**src/rtl/golden_nonce_arbiter_pkg.sv**
```systemverilog
// rtl/golden_nonce_arbiter_pkg.sv - shared widths, defaults and sequencer states for the nonce arbiter
package golden_nonce_arbiter_pkg;

    localparam int NONCE_W            = 32;
    localparam int DEFAULT_FIFO_DEPTH = 8;

    typedef enum logic [1:0] {
        SEQ_IDLE  = 2'd0,
        SEQ_GUARD = 2'd1,
        SEQ_WAIT  = 2'd2
    } seq_state_t;

endpackage

```
**src/rtl/golden_nonce_arbiter_nonce_fifo.sv**
```systemverilog
// rtl/golden_nonce_arbiter_nonce_fifo.sv - synchronous nonce FIFO with occupancy, full and empty
module nonce_fifo
    import golden_nonce_arbiter_pkg::*;
#(
    parameter int DEPTH = DEFAULT_FIFO_DEPTH,
    parameter int AW    = 3
) (
    input  logic               clk,
    input  logic               rst_n,
    input  logic               push,
    input  logic [NONCE_W-1:0] push_data,
    input  logic               pop,
    output logic [NONCE_W-1:0] head,
    output logic [AW:0]        count,
    output logic               full,
    output logic               empty
);

    logic [NONCE_W-1:0] mem [DEPTH];
    logic [AW-1:0]      wr_ptr;
    logic [AW-1:0]      rd_ptr;
    logic               push_ok;

    // A push into a full FIFO is only accepted when the head leaves in the same cycle.
    assign push_ok = push && (!full || pop);
    assign full    = (count == (AW+1)'(DEPTH));
    assign empty   = (count == '0);
    assign head    = mem[rd_ptr];

    // Storage array; contents need no reset because occupancy guards every read.
    always_ff @(posedge clk) begin
        if (push_ok) begin
            mem[wr_ptr] <= push_data;
        end
    end

    // Pointers wrap naturally at DEPTH (a power of two); count tracks occupancy.
    always_ff @(posedge clk) begin
        if (!rst_n) begin
            wr_ptr <= '0;
            rd_ptr <= '0;
            count  <= '0;
        end else begin
            if (push_ok) begin
                wr_ptr <= wr_ptr + 1'b1;
            end
            if (pop) begin
                rd_ptr <= rd_ptr + 1'b1;
            end
            if (push_ok && !pop) begin
                count <= count + 1'b1;
            end else if (pop && !push_ok) begin
                count <= count - 1'b1;
            end
        end
    end

endmodule

```
**src/rtl/golden_nonce_arbiter.sv**
```systemverilog
// rtl/golden_nonce_arbiter.sv - captures golden nonces from all cores and serialises them to one transmitter
module golden_nonce_arbiter
    import golden_nonce_arbiter_pkg::*;
#(
    parameter int NUM_CORES  = 4,
    parameter int FIFO_DEPTH = DEFAULT_FIFO_DEPTH,
    parameter int FIFO_AW    = 3
) (
    input  logic                         clk,
    input  logic                         rst_n,
    input  logic [NUM_CORES-1:0]         core_valid,
    input  logic [NONCE_W*NUM_CORES-1:0] core_nonce,
    input  logic                         tx_busy,
    output logic                         tx_send,
    output logic [NONCE_W-1:0]           tx_word,
    output logic [FIFO_AW:0]             fifo_count,
    output logic                         overflow
);

    localparam int PW = (NUM_CORES > 1) ? $clog2(NUM_CORES) : 1;

    logic [NUM_CORES-1:0] cap_full;
    logic [NONCE_W-1:0]   cap_data [NUM_CORES];
    logic [PW-1:0]        rr_ptr;
    logic                 grant_valid;
    logic [PW-1:0]        grant_idx;
    logic [NUM_CORES-1:0] grant_hit;
    logic [PW:0]          cand;
    logic                 fifo_full;
    logic                 fifo_empty;
    logic [NONCE_W-1:0]   fifo_head;
    logic                 pop;
    logic [NONCE_W-1:0]   word_q;
    seq_state_t           state_q;
    seq_state_t           state_d;

    // Round-robin search: first full capture register at or after rr_ptr, only when the FIFO has room.
    always_comb begin
        grant_valid = 1'b0;
        grant_idx   = '0;
        cand        = '0;
        if (!fifo_full) begin
            for (int k = 0; k < NUM_CORES; k++) begin
                cand = {1'b0, rr_ptr} + (PW+1)'(k);
                if (cand >= (PW+1)'(NUM_CORES)) begin
                    cand = cand - (PW+1)'(NUM_CORES);
                end
                if (!grant_valid && cap_full[cand[PW-1:0]]) begin
                    grant_valid = 1'b1;
                    grant_idx   = cand[PW-1:0];
                end
            end
        end
    end

    // One-hot view of the grant for the per-core capture logic.
    always_comb begin
        grant_hit = '0;
        for (int i = 0; i < NUM_CORES; i++) begin
            if (grant_valid && (grant_idx == PW'(i))) begin
                grant_hit[i] = 1'b1;
            end
        end
    end

    // Capture occupancy and the sticky loss flag; a granted slot may reload in the same cycle.
    always_ff @(posedge clk) begin
        if (!rst_n) begin
            cap_full <= '0;
            overflow <= 1'b0;
        end else begin
            for (int i = 0; i < NUM_CORES; i++) begin
                if (grant_hit[i]) begin
                    cap_full[i] <= core_valid[i];
                end else if (core_valid[i]) begin
                    if (!cap_full[i]) begin
                        cap_full[i] <= 1'b1;
                    end else begin
                        overflow <= 1'b1;
                    end
                end
            end
        end
    end

    // Capture data; a strobe into an occupied, ungranted slot is dropped so the older nonce survives.
    always_ff @(posedge clk) begin
        for (int i = 0; i < NUM_CORES; i++) begin
            if (core_valid[i] && (!cap_full[i] || grant_hit[i])) begin
                cap_data[i] <= core_nonce[NONCE_W*i +: NONCE_W];
            end
        end
    end

    // Round-robin pointer advances past whichever core was just served.
    always_ff @(posedge clk) begin
        if (!rst_n) begin
            rr_ptr <= '0;
        end else if (grant_valid) begin
            rr_ptr <= (grant_idx == PW'(NUM_CORES-1)) ? '0 : grant_idx + 1'b1;
        end
    end

    nonce_fifo #(
        .DEPTH (FIFO_DEPTH),
        .AW    (FIFO_AW)
    ) u_fifo (
        .clk       (clk),
        .rst_n     (rst_n),
        .push      (grant_valid),
        .push_data (cap_data[grant_idx]),
        .pop       (pop),
        .head      (fifo_head),
        .count     (fifo_count),
        .full      (fifo_full),
        .empty     (fifo_empty)
    );

    // Sequencer state register and the word held for the transmitter after each pop.
    always_ff @(posedge clk) begin
        if (!rst_n) begin
            state_q <= SEQ_IDLE;
            word_q  <= '0;
        end else begin
            state_q <= state_d;
            if (pop) begin
                word_q <= fifo_head;
            end
        end
    end

    // Send sequencing: GUARD skips the cycle where tx_busy has not yet reflected our send.
    always_comb begin
        state_d = state_q;
        pop     = 1'b0;
        case (state_q)
            SEQ_IDLE: begin
                if (!fifo_empty && !tx_busy) begin
                    pop     = 1'b1;
                    state_d = SEQ_GUARD;
                end
            end
            SEQ_GUARD: state_d = SEQ_WAIT;
            SEQ_WAIT: begin
                if (!tx_busy) begin
                    state_d = SEQ_IDLE;
                end
            end
            default: state_d = SEQ_IDLE;
        endcase
    end

    assign tx_send = pop;
    assign tx_word = pop ? fifo_head : word_q;

endmodule

```
**config.mk**
```make
export PLATFORM = sky130hd
export DESIGN_NAME = golden_nonce_arbiter
export DESIGN_NICKNAME = d
export VERILOG_FILES = /design/src/rtl/golden_nonce_arbiter_pkg.sv /design/src/rtl/golden_nonce_arbiter_nonce_fifo.sv /design/src/rtl/golden_nonce_arbiter.sv
export SDC_FILE = /design/constraint.sdc
export NUM_CORES = 1
export LEC_CHECK = 0
export ABC_AREA = 1
export CORE_UTILIZATION = 50
export CTS_CLUSTER_SIZE = 25
export DETAILED_ROUTE_END_ITERATION = 7
export PLACE_DENSITY = 0.74
export SYNTH_ARGS = -nofsm -noshare
export SYNTH_HDL_FRONTEND = slang
export SYNTH_SLANG_ARGS = --single-unit
```
**constraint.sdc**
```tcl
create_clock -name clk -period 3.5 [get_ports clk]
set_input_delay 0.7 -clock clk [delete_from_list [all_inputs] [get_ports clk]]
set_output_delay 0.7 -clock clk [all_outputs]
set_load 0.005 [all_outputs]
```
## Word level (Yosys, flattened, before mapping)

Memories as Yosys holds them, arrays and structs flattened. A register that Yosys moved wholly into a read port is not among the register bits.
Index checks and enable logic that the tools add are counted.
Widths: inputs -> output; s select.

- Order comparisons: 8
- Eq/ne operators: 8
- Reduce and logical (&&, ||, !) cells: 41
- Muxes and demuxes: 74
- Add/subtract/negate cells: 12

Operators by type and width:

| kind | number |
|---|---|
| $mux 1 | 48 |
| $mux 2 | 16 |
| $mux 32 | 1 |
| $logic_and 1x1->1 | 15 |
| $logic_not 1->1 | 12 |
| $lt 2x3->1 const B | 4 |
| $reduce_bool 2->1 | 5 |
| $ge 3x3->1 const B | 3 |
| $bmux 1 s2 | 4 |
| $mux 4 | 2 |
| $sub 2x1->2 const B | 4 |
| $add 2x2->3 const B | 2 |
| $add 3x1->3 const B | 2 |
| $eq 2x2->1 const B | 3 |
| $mux 3 | 2 |
| $pmux 2 s3 | 1 |
| $logic_or 1x1->1 | 5 |
| $add 4x1->4 const B | 1 |
| $eq 2x1->1 const B | 2 |
| $eq 4x4->1 const B | 1 |
| $logic_not 2->1 | 2 |
| $logic_not 4->1 | 1 |
| $ne 2x2->1 const B | 2 |
| $sub 4x1->4 const B | 1 |
| 4 further kinds | 4 |

- Memory bits (writable): 384
- Memories: 2
- Flip-flop bits (word level): 51
- Bits of input ports: 135
- Output and inout bits: 38

Memory list:

| name | depth | bits a word | rd ports | clocked after Yosys merged registers in | wr ports | RTL line | RTL |
|---|---|---|---|---|---|---|---|
| u_fifo.mem | 8 | 32 | 1 | 1 | 1 | golden_nonce_arbiter_nonce_fifo.sv:19 | `logic [NONCE_W-1:0] mem [DEPTH];` |
| cap_data | 4 | 32 | 1 | 0 | 4 | golden_nonce_arbiter.sv:23 | `logic [NONCE_W-1:0] cap_data [NUM_CORES];` |

## Longest topological paths before layout

Gate-level depths: netlist of the first run.

- Word-level depth: 32
- Mapped depth: 20
- Mapped depth without buffers: 19

## By module

From an unflattened synthesis of the first run, not the netlist that was laid out.

- Cells, all modules: 1646
- Area, all modules: 18205.0 um2

By module, submodules not included:

| module | area an instance (um2) | cells each | instances |
|---|---|---|---|
| nonce_fifo | 10802.9 | 917 | 1 |
| golden_nonce_arbiter | 7402.1 | 729 | 1 |

## Worst setup path before layout of the first run

No wires, ideal clock.

- Path type: register -> register
- Start: register rr_ptr[0]
- End: memory cap_data[2][0] (enable)
- Setup slack: -0.251 ns
- Arrival time: 3.319 ns
- Stages on the path, launching flop included: 15
- Required time: 3.068 ns
- Cells stage by stage: dfxtp_1 buf_4 nand2_1 nand2_1 nand2_1 nand2_1 nor2_4 nand3_1 nor2_1 nand3b_2 inv_2 buf_2 ha_1 nand3_1 a21oi_1

RTL lines:

| item | RTL line | RTL |
|---|---|---|
| start, declared | golden_nonce_arbiter.sv:24 | `logic [PW-1:0] rr_ptr;` |
| start signal, assigned | golden_nonce_arbiter.sv:100 | `rr_ptr <= (grant_idx == PW'(NUM_CORES-1)) ? '0 : grant_idx + 1'b1;` |
| end, declared | golden_nonce_arbiter.sv:23 |  |

==> summary.txt, run 1 <==
Timing
  – F_max: 299 MHz
  – Final setup violation count: 0
  – Setup TNS: 0 ns
  – RSZ-0062 raised after global routing: false
  – Tcrit/Tclk final: 0.954
  – Max Clock Skew: between 0.015 and 0.02 ns
  – Slew Limit Fails: 0
  – Final hold slack: about 0.44 ns
  – Slew HR: 0.544
  – Final hold vios: 0
  – Measured slew at the worst slew-check pin: 0.684 ns
  – Final min period: approximately 3.3 ns

Floorplan
  – Chip width: 191 microns
  – Initial Utilization: 0.512
  – Row count: 68
  – Core area: 34800 sq um
  – I/O Pins: about 170
  – Chip height: 191 microns
  – Die area: 36400 sq um

Synth
  – #FFs+latches synth: between 400 and 500
  – Mapped Avg Cell Area: ~13 sq um
  – Netlist Area Pre-Place: 17800 sq um
  – Cells after Synth: 1426
  – Seq/Total Area, Yosys: 0.707
  – Yosys cell types: 31
  – Post-Synthesis Net Count: 1571
  – Synth warn: 0

Power and ir drop
  – Max IR drop VDD: 647 uV
  – Flop pwr share: 0.411
  – Switching Share: 0.378
  – Clock network power share: 0.204
  – Internal: between 10000 and 15000 uW
  – Comb power frac: 0.386
  – Switching pwr: about 8400 uW
  – Pwr Density: ~1000 nW/um^2
  – Leak Pwr: a little over 0.008 uW

Critical path
  – Worst EP required: 2.80 ns
  – Startpoint types: flop
  – Max FO, Critical Path: 28
  – Crit path arrival time: approximately 2.6 ns
  – Crit. End Element: output port
  – R2R Path Start: rr_ptr[0]
  – Worst setup path class: reg -> out

GRT
  – First-pass GRT wire length: 62.2 mm
  – GRT Residual Overflow: 0
  – GR Util All Layers: 0.228
  – Largest net degree at the start of global routing: 65
  – Vias in the first global route: 11152
  – Antenna violations before repair: 0

Worst hold path
  – HP Start: u_fifo.rd_ptr[2]
  – Worst Hold Class: reg -> reg

Clock tree
  – Worst-path clk slew: 0.06 ns
  – CTS max path bufs: 3
  – Worst-Skew Late Latency: 0.56 ns
  – Hold Buf Count CTS: 0
  – Total CTS buffers: between 40 and 50
  – Clk sink count: about 440
  – Clock root cell: clkbuf_16
  – TritonCTS clock tree: built
  – CTS HTree Levels: 2

Drt
  – Routed WL: between 40 and 50 mm
  – Met3 wire length: 2.62 mm
  – Via density: 5.49
  – Post-route met1 wirelength: between 15 and 20 mm
  – Antenna viol nets, final: 0
  – DRC: 0
  – DR WL/cell: 19.5 microns
  – DR top layer: met4
  – DR WL met2: 19.6 mm
  – DR iter-0 viols: 919
  – Pre-antenna DRT Iters: 5
  – Vias: 11515

Placement
  – Port Buf Inserts: 172
  – Placed cells: 2013
  – GPL Wtd Cong: 0.822
  – Hpwl dp: 25.9 mm

Run status
  – Status: complete, no violations

Finish
  – Core Util, Final: 0.621
  – Inserted Diodes: 0
  – Nets: 1751
  – Area grow syn2layout: 21.2%
  – Layout cells sized above 1: 0.0798
  – Post-Layout Cell Count: 2097

Flow run
  – Max Cap Viol: 0
cells in the mapped netlist:
| library cell | count | share of area |
|---|---|---|
| a21o_1 | 1 | 0.00042 |
| a21oi_1 | 115 | 0.032 |
| buf_1 | 11 | 0.0023 |
| buf_2 | 18 | 0.0051 |
| buf_4 | 8 | 0.0034 |
| buf_6 | 6 | 0.0038 |
| clkbuf_1 | 36 | 0.0076 |
| clkinv_1 | 1 | 0.00021 |
| dfxtp_1 | 54 | 0.061 |
| edfxtp_1 | 384 | 0.65 |
| fa_1 | 1 | 0.0011 |
| ha_1 | 9 | 0.0063 |
| inv_1 | 152 | 0.032 |
| inv_2 | 5 | 0.0011 |
| inv_4 | 1 | 0.00035 |
| mux2i_1 | 64 | 0.036 |
| nand2_1 | 205 | 0.043 |
| nand2_2 | 2 | 0.00070 |
| nand2_4 | 1 | 0.00063 |
| nand3_1 | 107 | 0.030 |
| nand3_2 | 1 | 0.00056 |
| nand3b_1 | 64 | 0.027 |
| nand3b_2 | 1 | 0.00063 |
| nor2_1 | 26 | 0.0055 |
| nor2_2 | 1 | 0.00035 |
| nor2_4 | 1 | 0.00063 |
| nor3_1 | 1 | 0.00028 |
| o211ai_1 | 64 | 0.027 |
| o21a_1 | 1 | 0.00042 |
| o21ai_0 | 84 | 0.024 |
| xor2_1 | 1 | 0.00049 |
per-layer routing:
metal,GRT usage,vias to the layer above
met4,0.0883,0
met2,0.373,442
met5,0,-
met3,0.0396,84
met1,0.302,5560
li1,-,5429
per-stage QoR:
| step | setup WS (ns) | instance area, sq um | power (uW) |
|---|---|---|---|
| after floorplan | 0.365 | 17800 | 14500 |
| after global placement | 0.232 | 20200 | 17500 |
| after detailed placement | 0.158 | 20200 | 17800 |
| after CTS | 0.0228 | 21600 | 22300 |
| after global routing | 0.00609 | 21600 | 23500 |
| final | 0.160 | 21600 | 22300 |
cells by family (layout without fill, tap and decap cells):
group,Yosys count,count (layout),synth area share
mux,64,64,0.0359
flops,438,438,0.707
simple gates,410,410,0.109
fa+ha+maj,10,10,0.00744
buf+inv,238,454,0.0557
xor+xnor,1,1,0.000491
compound gates,265,265,0.0836
placed cells by master (no fill, tap or decap), drive strengths merged, types with 19 or more instances in the layout:
master           n
a21oi          115
buf             40
clkbuf          56
clkdlybuf4s50  172
clkinv          19
dfxtp           54
edfxtp         384
inv            162
mux2i           64
nand2          208
nand3          108
nand3b          65
nor2            28
o211ai          64
o21ai           84
power by group through the flow:
stage	logic [uW]	clock network [uW]	registers (uW)
after CTS	8540	4620	9170
final	8590	4540	9160
after detailed placement	8500	0	9270
after global routing	9460	4820	9270
after global placement	8270	0	9210
after floorplan	5420	0	9120
final cells by class:
type,instances,area [sq um]
Clock buffer,56,1190
Multi-Input combinational cell,750,4290
Timing Repair Buffer,212,2130
Fill cell,2603,13200
Tap cell,455,569
Inverter,159,599
Sequential cell,438,12600
Clock inverter,27,213
flip-flops by register name, indices dropped and copies added (netlist names), named ones only:
signal,flops
u_fifo.mem,256
cap_data,128
word_q,32
cap_full,4
u_fifo.count,4
u_fifo.rd_ptr,3
u_fifo.wr_ptr,3
rr_ptr,2
state_q,2
overflow,1
critical path, cell delays in order, from the launching register on:
cell and delay (ns):
dfxtp_2 0.33, inv_2 0.43, buf_4 0.42, o211ai_1 0.22
nand3_1 0.17, nand2_1 0.06, clkdlybuf4s50_1 0.44
repair_timing:
action | in CTS | in global routing
setup endpoints to repair | 0 | 133
resized for setup | 0 | 5
setup buffers | 0 | 1
final timing paths:
| path | endpoint | slack, ns | depth (start not counted) |
|---|---|---|---|
| setup / recovery | tx_word[9] | 0.16 | 6 |
| hold / removal | u_fifo.rd_ptr[2] | 0.44 | 1 |
| setup reg to reg | cap_data[0][26] | 0.28 | 14 |
| hold reg to reg | u_fifo.rd_ptr[2] | 0.44 | 1 |
Power figures use the tool's default switching activity.
==> inputs of run 2 (changes only) <==
CORE_UTILIZATION = 52   (was 50)
PLACE_DENSITY = 0.77   (was 0.74)
==> run 2 against run 1 <==
  * Clock skew shrank 0.0025 ns
  * Die area shrank 3.8%
  * Total power grew 0.91%
  * Clock-buffer cell count is the same
  * Global-route usage grew 0.35 points
  * Hold slack gained 0.0055 ns
  * Critical path type unchanged
  * Clock power grew 4%
  * Core utilization grew 2.2 points
  * Register-to-register slack lost 0.04 ns
==> summary.txt, run 2 (synthesis gave the netlist of run 1 again) <==
Finish
  – Inserted Diodes: 0
  – Fillcell total: approximately 2400
  – Nets: 1744
  – Most common cell after layout, fill and taps aside: edfxtp_1
  – Core Util, Final: 0.643
  – Top reg by flops: u_fifo.mem
  – Area grow syn2layout: 21.3%
  – Largest register FFs: 256
  – Biggest regs: u_fifo.mem x256, cap_data x128, word_q x32
  – Commonest non-fill, non-tap cells in the layout: edfxtp_1 (384), nand2_1 (204), clkdlybuf4s50_1 (172)
  – Layout cells sized above 1: 0.0796

Clock tree
  – Clk sink count: about 440
  – Clock root cell: clkbuf_16
  – Total CTS buffers: 44
  – CTS HTree Levels: 2
  – Post-CTS Resized: 0
  – CTS max path bufs: 3
  – Worst-path clk slew: 0.06 ns
  – Worst-Skew Late Latency: about 0.54 ns
  – Setup Fix Bufs, Post-CTS: 0
  – Hold Buf Count CTS: 0
  – TritonCTS clock tree: built

Drt
  – Routed WL: 40.4 mm
  – DRC: 0
  – DR iter-0 viols: between 800 and 900
  – Via density: 5.53
  – DR WL/cell: 19.4 microns
  – Pre-antenna DRT Iters: 5
  – Antenna viol nets, final: 0
  – Vias: ~12000

Placement
  – Dpl ws: 0.238 ns
  – GPL Wtd Cong: 0.802
  – Hpwl dp: approximately 25 mm
  – Port Buf Inserts: roughly 170

Timing
  – Final worst setup slack: 0.174 ns
  – Final setup violation count: 0
  – Tcrit/Tclk final: 0.950
  – Final min period: 3.33 ns
  – F_max: around 300 MHz
  – Slew HR: 0.546
  – Slew Limit Fails: 0
  – Max Clock Skew: 0.0152 ns
  – Measured slew at the worst slew-check pin: 0.681 ns
  – Final hold vios: 0
  – Setup TNS: 0 ns
  – RSZ-0062 raised after global routing: false

Floorplan
  – Core area: 33600 sq um
  – Row count: 67
  – Initial Utilization: 0.530
  – Die area: around 35000 sq um
  – Chip height: between 150 and 200 microns
  – Chip width: 187 microns
  – I/O Pins: 173

Power and ir drop
  – Switching pwr: ~8400 uW
  – Internal: 14100 uW
  – Comb power frac: 0.384
  – Leak Pwr: 0.00804 uW
  – Flop pwr share: 0.407
  – Switching Share: 0.374
  – Pwr Density: around 1000 nW/um^2
  – Clock network power share: 0.209
  – Max IR drop VDD: 750 uV

Critical path
  – Crit path arrival time: between 2 and 3 ns
  – Worst EP required: 2.80 ns
  – Crit-path max cell delay: just under 0.5 ns
  – CP cell instances: clkinv_1 -> buf_4 -> o211ai_1 -> nand3_1 -> nand2_1 -> clkdlybuf4s50_1
  – Startpoint types: flop
  – Max FO, Critical Path: 15
  – Worst setup path class: reg -> out
  – Worst path slowest cell: clkdlybuf4s50_1
  – Crit. End Element: output port

GRT
  – Largest net degree at the start of global routing: 83
  – GRT Residual Overflow: 0
  – First-pass GRT wire length: 61.7 mm
  – Antenna violations before repair: 0
  – Vias in the first global route: 11380
  – GR Util All Layers: 0.231

Flow run
  – Max Cap Viol: 0

Run status
  – Status: complete, no violations

Worst hold path
  – Worst Hold Class: reg -> reg
-- run 2: changes by cell type in the layout (fill, tap and decap cells not counted), moves of 2 or more --
cell and delta:
inv_6 -3, clkinvlp_4 +2, buf_6 -6, clkinv_1 -7, buf_12 +3, bufinv_16 +3
clkinv_2 +3, buf_4 -3
-- run 2: power by group through the flow --
stage | Sequential [uW] | Combinational [uW] | Clock [uW]
after CTS | 9160 | 8580 | 4760
after floorplan | 9120 | 5420 | 0
after global placement | 9190 | 8240 | 0
final | 9160 | 8630 | 4700
after detailed placement | 9260 | 8520 | 0
after global routing | 9260 | 9440 | 4950
-- run 2: layout make-up --
type	instances	area, sq um	share of cell area
Sequential cell	438	12600	0.583
Clock buffer	56	1200	0.0554
Tap cell	448	561	0.0259
Clock inverter	24	260	0.0120
Multi-Input combinational cell	750	4290	0.198
Inverter	159	599	0.0277
Timing Repair Buffer	206	2100	0.0972
-- run 2: metal layers --
| metal | global-route usage | wire [microns] | vias up | part of all wire |
|---|---|---|---|---|
| li1 | - | - | 5420 | - |
| met1 | 0.301 | 16400 | 5556 | 0.40 |
| met2 | 0.385 | 19800 | 453 | 0.49 |
| met3 | 0.0503 | 3110 | 76 | 0.077 |
| met4 | 0.0766 | 1100 | 0 | 0.027 |
| met5 | 0 | 0 | - | 0 |
-- run 2: per-stage QoR --
step | total power, uW | instance area, sq um | std cells | hold WS, ns
after floorplan | 14500 | 17800 | 1426 | 0.412
after global placement | 17400 | 20200 | 2001 | 0.421
after detailed placement | 17800 | 20200 | 2001 | 0.439
after CTS | 22500 | 21600 | 2081 | 0.436
after global routing | 23700 | 21600 | 2081 | 0.479
final | 22500 | 21600 | 2081 | 0.446
-- run 2: final timing paths --
kind / slack (ns) / cells after the start / from / to
min: 0.45 / 1 / u_fifo.rd_ptr[2] / flop
max reg2reg: 0.24 / 14 / rr_ptr[0] / cap_data[0][10]
min reg2reg: 0.45 / 1 / u_fifo.rd_ptr[2] / flop
max: 0.17 / 6 / flop / tx_word[14]
-- run 2: critical path: cells and delay by family, from the launching register on --
kind                   cells  cell delay (ns)
DFF                        1             0.35
buffers and inverters      3             1.27
AOI/OAI and AO/OA          1             0.21
and+or+nand+nor            2             0.25
==> inputs of run 3 (changes only) <==
PLACE_DENSITY = 0.76   (was 0.77)
SYNTH_HIERARCHICAL = 1   (was unset)
==> run 3 against run 2 <==
  * Maximum frequency shrank 0.57%
  * Core utilization down 0.57 points
  * Sequential share of layout area fell by 0.88 points
  * Worst setup slack lost 0.019 ns
  * Critical path type unchanged
==> summary.txt, run 3 <==
Synth
  – Seq/Total Area, Yosys: 0.693
  – #FFs+latches synth: ~440
  – Yosys cell types: 31
  – Most common cell in the synthesized netlist: edfxtp_1
  – Synth area leader: edfxtp_1
  – Post-Synthesis Net Count: 1791
  – Synth warn: 6
  – Cells after Synth: 1646
  – Number of synthesized flops with an enable pin: 384
  – Post-synth top cells: edfxtp_1 (384), nor2_1 (289), nand2_1 (283)
  – Ys flop type: edfxtp_1
  – Share of the synthesized area in the top cell type: 0.633
  – Netlist Area Pre-Place: about 18000 sq um
  – Mapped Avg Cell Area: 11.1 sq um
  – Async S/R FF share, synth: 0
  – Synth top area cells: edfxtp_1 (63%), nor2_1 (6.0%), dfxtp_1 (5.9%)

Critical path
  – Startpoint types: flop
  – Worst setup path class: reg -> out
  – Crit path arrival time: 2.64 ns
  – Critical R2R Capture: u_fifo/mem[2][10]
  – Worst path slowest cell: clkdlybuf4s50_1
  – Crit-path max cell delay: 0.45 ns
  – Crit. End Element: output port
  – Max FO, Critical Path: 34
  – CP cell instances: inv_4 -> buf_12 -> o21ai_0 -> o21ai_1 -> nand2_1 -> nand2_1 -> o21ai_0 -> inv_1 -> clkdlybuf4s50_1
  – R2R Path Start: rr_ptr[0]
  – Worst Reg2Reg Path Length in Cells: 14
  – Buf+Inv Stages, Crit Path: 4
  – CP delay by family, top: buffers and inverters
  – Worst reg-to-reg setup slack: 0.48 ns
  – Worst EP required: 2.80 ns

Run status
  – Status: complete, no violations

Drt
  – Vias: 12462
  – DRC: 0
  – Via density: 5.40
  – Post-route met1 wirelength: 17.6 mm
  – DR WL met2: 20.5 mm
  – Met3 wire length: ~3.2 mm
  – DR WL/cell: 18.3 microns
  – DR top layer: met4
  – DR iter-0 viols: 1096
  – Routed WL: 42.2 mm
  – Antenna viol nets, final: 0
  – Pre-antenna DRT Iters: 5

Placement
  – Dpl ws: 0.214 ns
  – Placed Area: 20500 sq um
  – Port Buf Inserts: 172
  – GPL Wtd Cong: ~0.8
  – Hpwl dp: 24.9 mm

GRT
  – GRT Residual Overflow: 0
  – Antenna violations before repair: 0
  – First-pass GRT wire length: 64.1 mm
  – Vias in the first global route: 11991
  – Largest net degree at the start of global routing: 97
  – GR Util All Layers: 0.232

Clock tree
  – CTS HTree Levels: 2
  – TritonCTS clock tree: built
  – Worst-Skew Late Latency: around 0.54 ns
  – Total CTS buffers: 45
  – Clock root cell: clkbuf_16
  – CTS max path bufs: 3
  – Worst-path clk slew: ~0.06 ns
  – Clk sink count: 438
  – Hold Buf Count CTS: 0

Power and ir drop
  – Max IR drop VDD: 685 uV
  – Pwr Density: around 1100 nW/um^2
  – Overall power: 23100 uW
  – Leak Pwr: between 0.008 and 0.009 uW

Finish
  – Finished Cell Area: 22000 sq um
  – Area grow syn2layout: 20.7%
  – Fillcell total: 2510
  – Largest register FFs: ~260
  – Top reg by flops: u_fifo/mem
  – Core Util, Final: 0.638
  – Commonest non-fill, non-tap cells in the layout: edfxtp_1 (384), nand2_1 (282), nor2_1 (281)
  – Nets: 1960
  – Layout cells sized above 1: 0.0909
  – Biggest regs: u_fifo/mem x256, cap_data x128, word_q x32
  – Most common cell after layout, fill and taps aside: edfxtp_1

Floorplan
  – Chip width: around 190 microns
  – Chip height: roughly 190 microns
  – Die area: 35800 sq um
  – I/O Pins: 173
  – Initial Utilization: 0.528
  – Row count: 68
  – Core area: 34500 sq um

Timing
  – Max Clock Skew: 0.0145 ns
  – Measured slew at the worst slew-check pin: 0.708 ns
  – Final worst setup slack: 0.155 ns
  – Final min period: roughly 3.3 ns
  – Final hold vios: 0
  – Tcrit/Tclk final: 0.956
  – Slew HR: 0.528
  – Slew Limit Fails: 0
  – Final setup violation count: 0
  – RSZ-0062 raised after global routing: false
  – F_max: 299 MHz

Worst hold path
  – HP Start: state_q[1]
  – Worst Hold Class: reg -> reg
  – Hold Path End: state_q[1]
  – Hold depth: 1

Flow run
  – Max Cap Viol: 0
-- run 3: changes by cell type after synthesis, sizes merged, moves of 3 or more --
| cell | previous run | this run |
|---|---|---|
| o21ai | 84 | 199 |
| or2 | 0 | 33 |
| o211ai | 64 | 0 |
| inv | 158 | 132 |
| mux2i | 64 | 0 |
| nand3 | 108 | 82 |
| buf | 43 | 57 |
| a21oi | 115 | 13 |
| nor4 | 0 | 3 |
| clkbuf | 36 | 30 |
| nand2 | 208 | 287 |
| nor2 | 28 | 293 |
-- run 3: area by class of cell --
class / instances / area (sq um) / area share
sequential: 438 / 12600 / 0.575
multi-input combinational: 989 / 4650 / 0.212
timing repair buffer: 209 / 2210 / 0.101
clock buffer: 57 / 1170 / 0.0533
tap: 455 / 569 / 0.0259
inverter: 132 / 504 / 0.0229
clock inverter: 24 / 236 / 0.0108
antenna: 2 / 5.00 / 0.000228
-- run 3: repair_timing --
action,in CTS,in global routing
buffers inserted,0,2
cloned,0,2
setup endpoints to repair,32,32
resized for setup,1,10
-- run 3: report_power, final --
| part | switching, uW | total, uW | internal, uW |
|---|---|---|---|
| sequential | 378 | 9070 | 8690 |
| clock | 1920 | 4590 | 2670 |
| combinational | 6630 | 9450 | 2820 |
| total | 8930 | 23100 | 14200 |
-- run 3: metal layers --
metal,track usage,up-vias
met5,0,-
met2,0.389,574
li1,-,5882
met4,0.0679,0
met3,0.0365,78
met1,0.315,5928
-- run 3: worst max path at each step --
stage          startpoint               end  slack [ns]  depth (start not counted)
4_1_cts              flop       tx_word[28]       0.003                          9
3_3_place_gp      tx_busy        tx_word[3]        0.30                          8
5_1_grt              flop        tx_word[5]        0.02                          9
3_5_place_dp      tx_busy        tx_word[3]        0.21                          8
2_1_floorplan     tx_busy  u_fifo/mem[0][0]       -0.19                          8
6_report             flop       tx_word[25]        0.16                          9
-- run 3: worst reg2reg max path, stage by stage, from the launching register on --
cell	delay [ns]
dfxtp_1	0.52
inv_4	0.09
nand2_1	0.07
nand2_1	0.08
nand2_1	0.10
nand2_2	0.08
nor2_4	0.10
nand3_2	0.12
nand2_2	0.11
inv_2	0.09
nand2_2	0.17
buf_4	0.54
nand2_1	0.25
nand3_1	0.11
nand2_1	0.23
-- run 3: cells by family after synthesis --
family	after synthesis	synth area share
adders and majority gates	10	0.00729
DFF	438	0.693
AOI/OAI and AO/OA	212	0.0583
buffers and inverters	219	0.0563
and+or+nand+nor	764	0.184
xor gates and xnor gates	3	0.00144
-- run 3: per-stage QoR --
stage / setup TNS (ns) / instances / hold slack (ns)
after detailed placement: 0 / 2219 / 0.503
after global placement: 0 / 2219 / 0.477
after CTS: 0 / 2300 / 0.517
final: 0 / 2306 / 0.525
after global routing: 0 / 2304 / 0.547
after floorplan: -24.27 / 1646 / 0.441
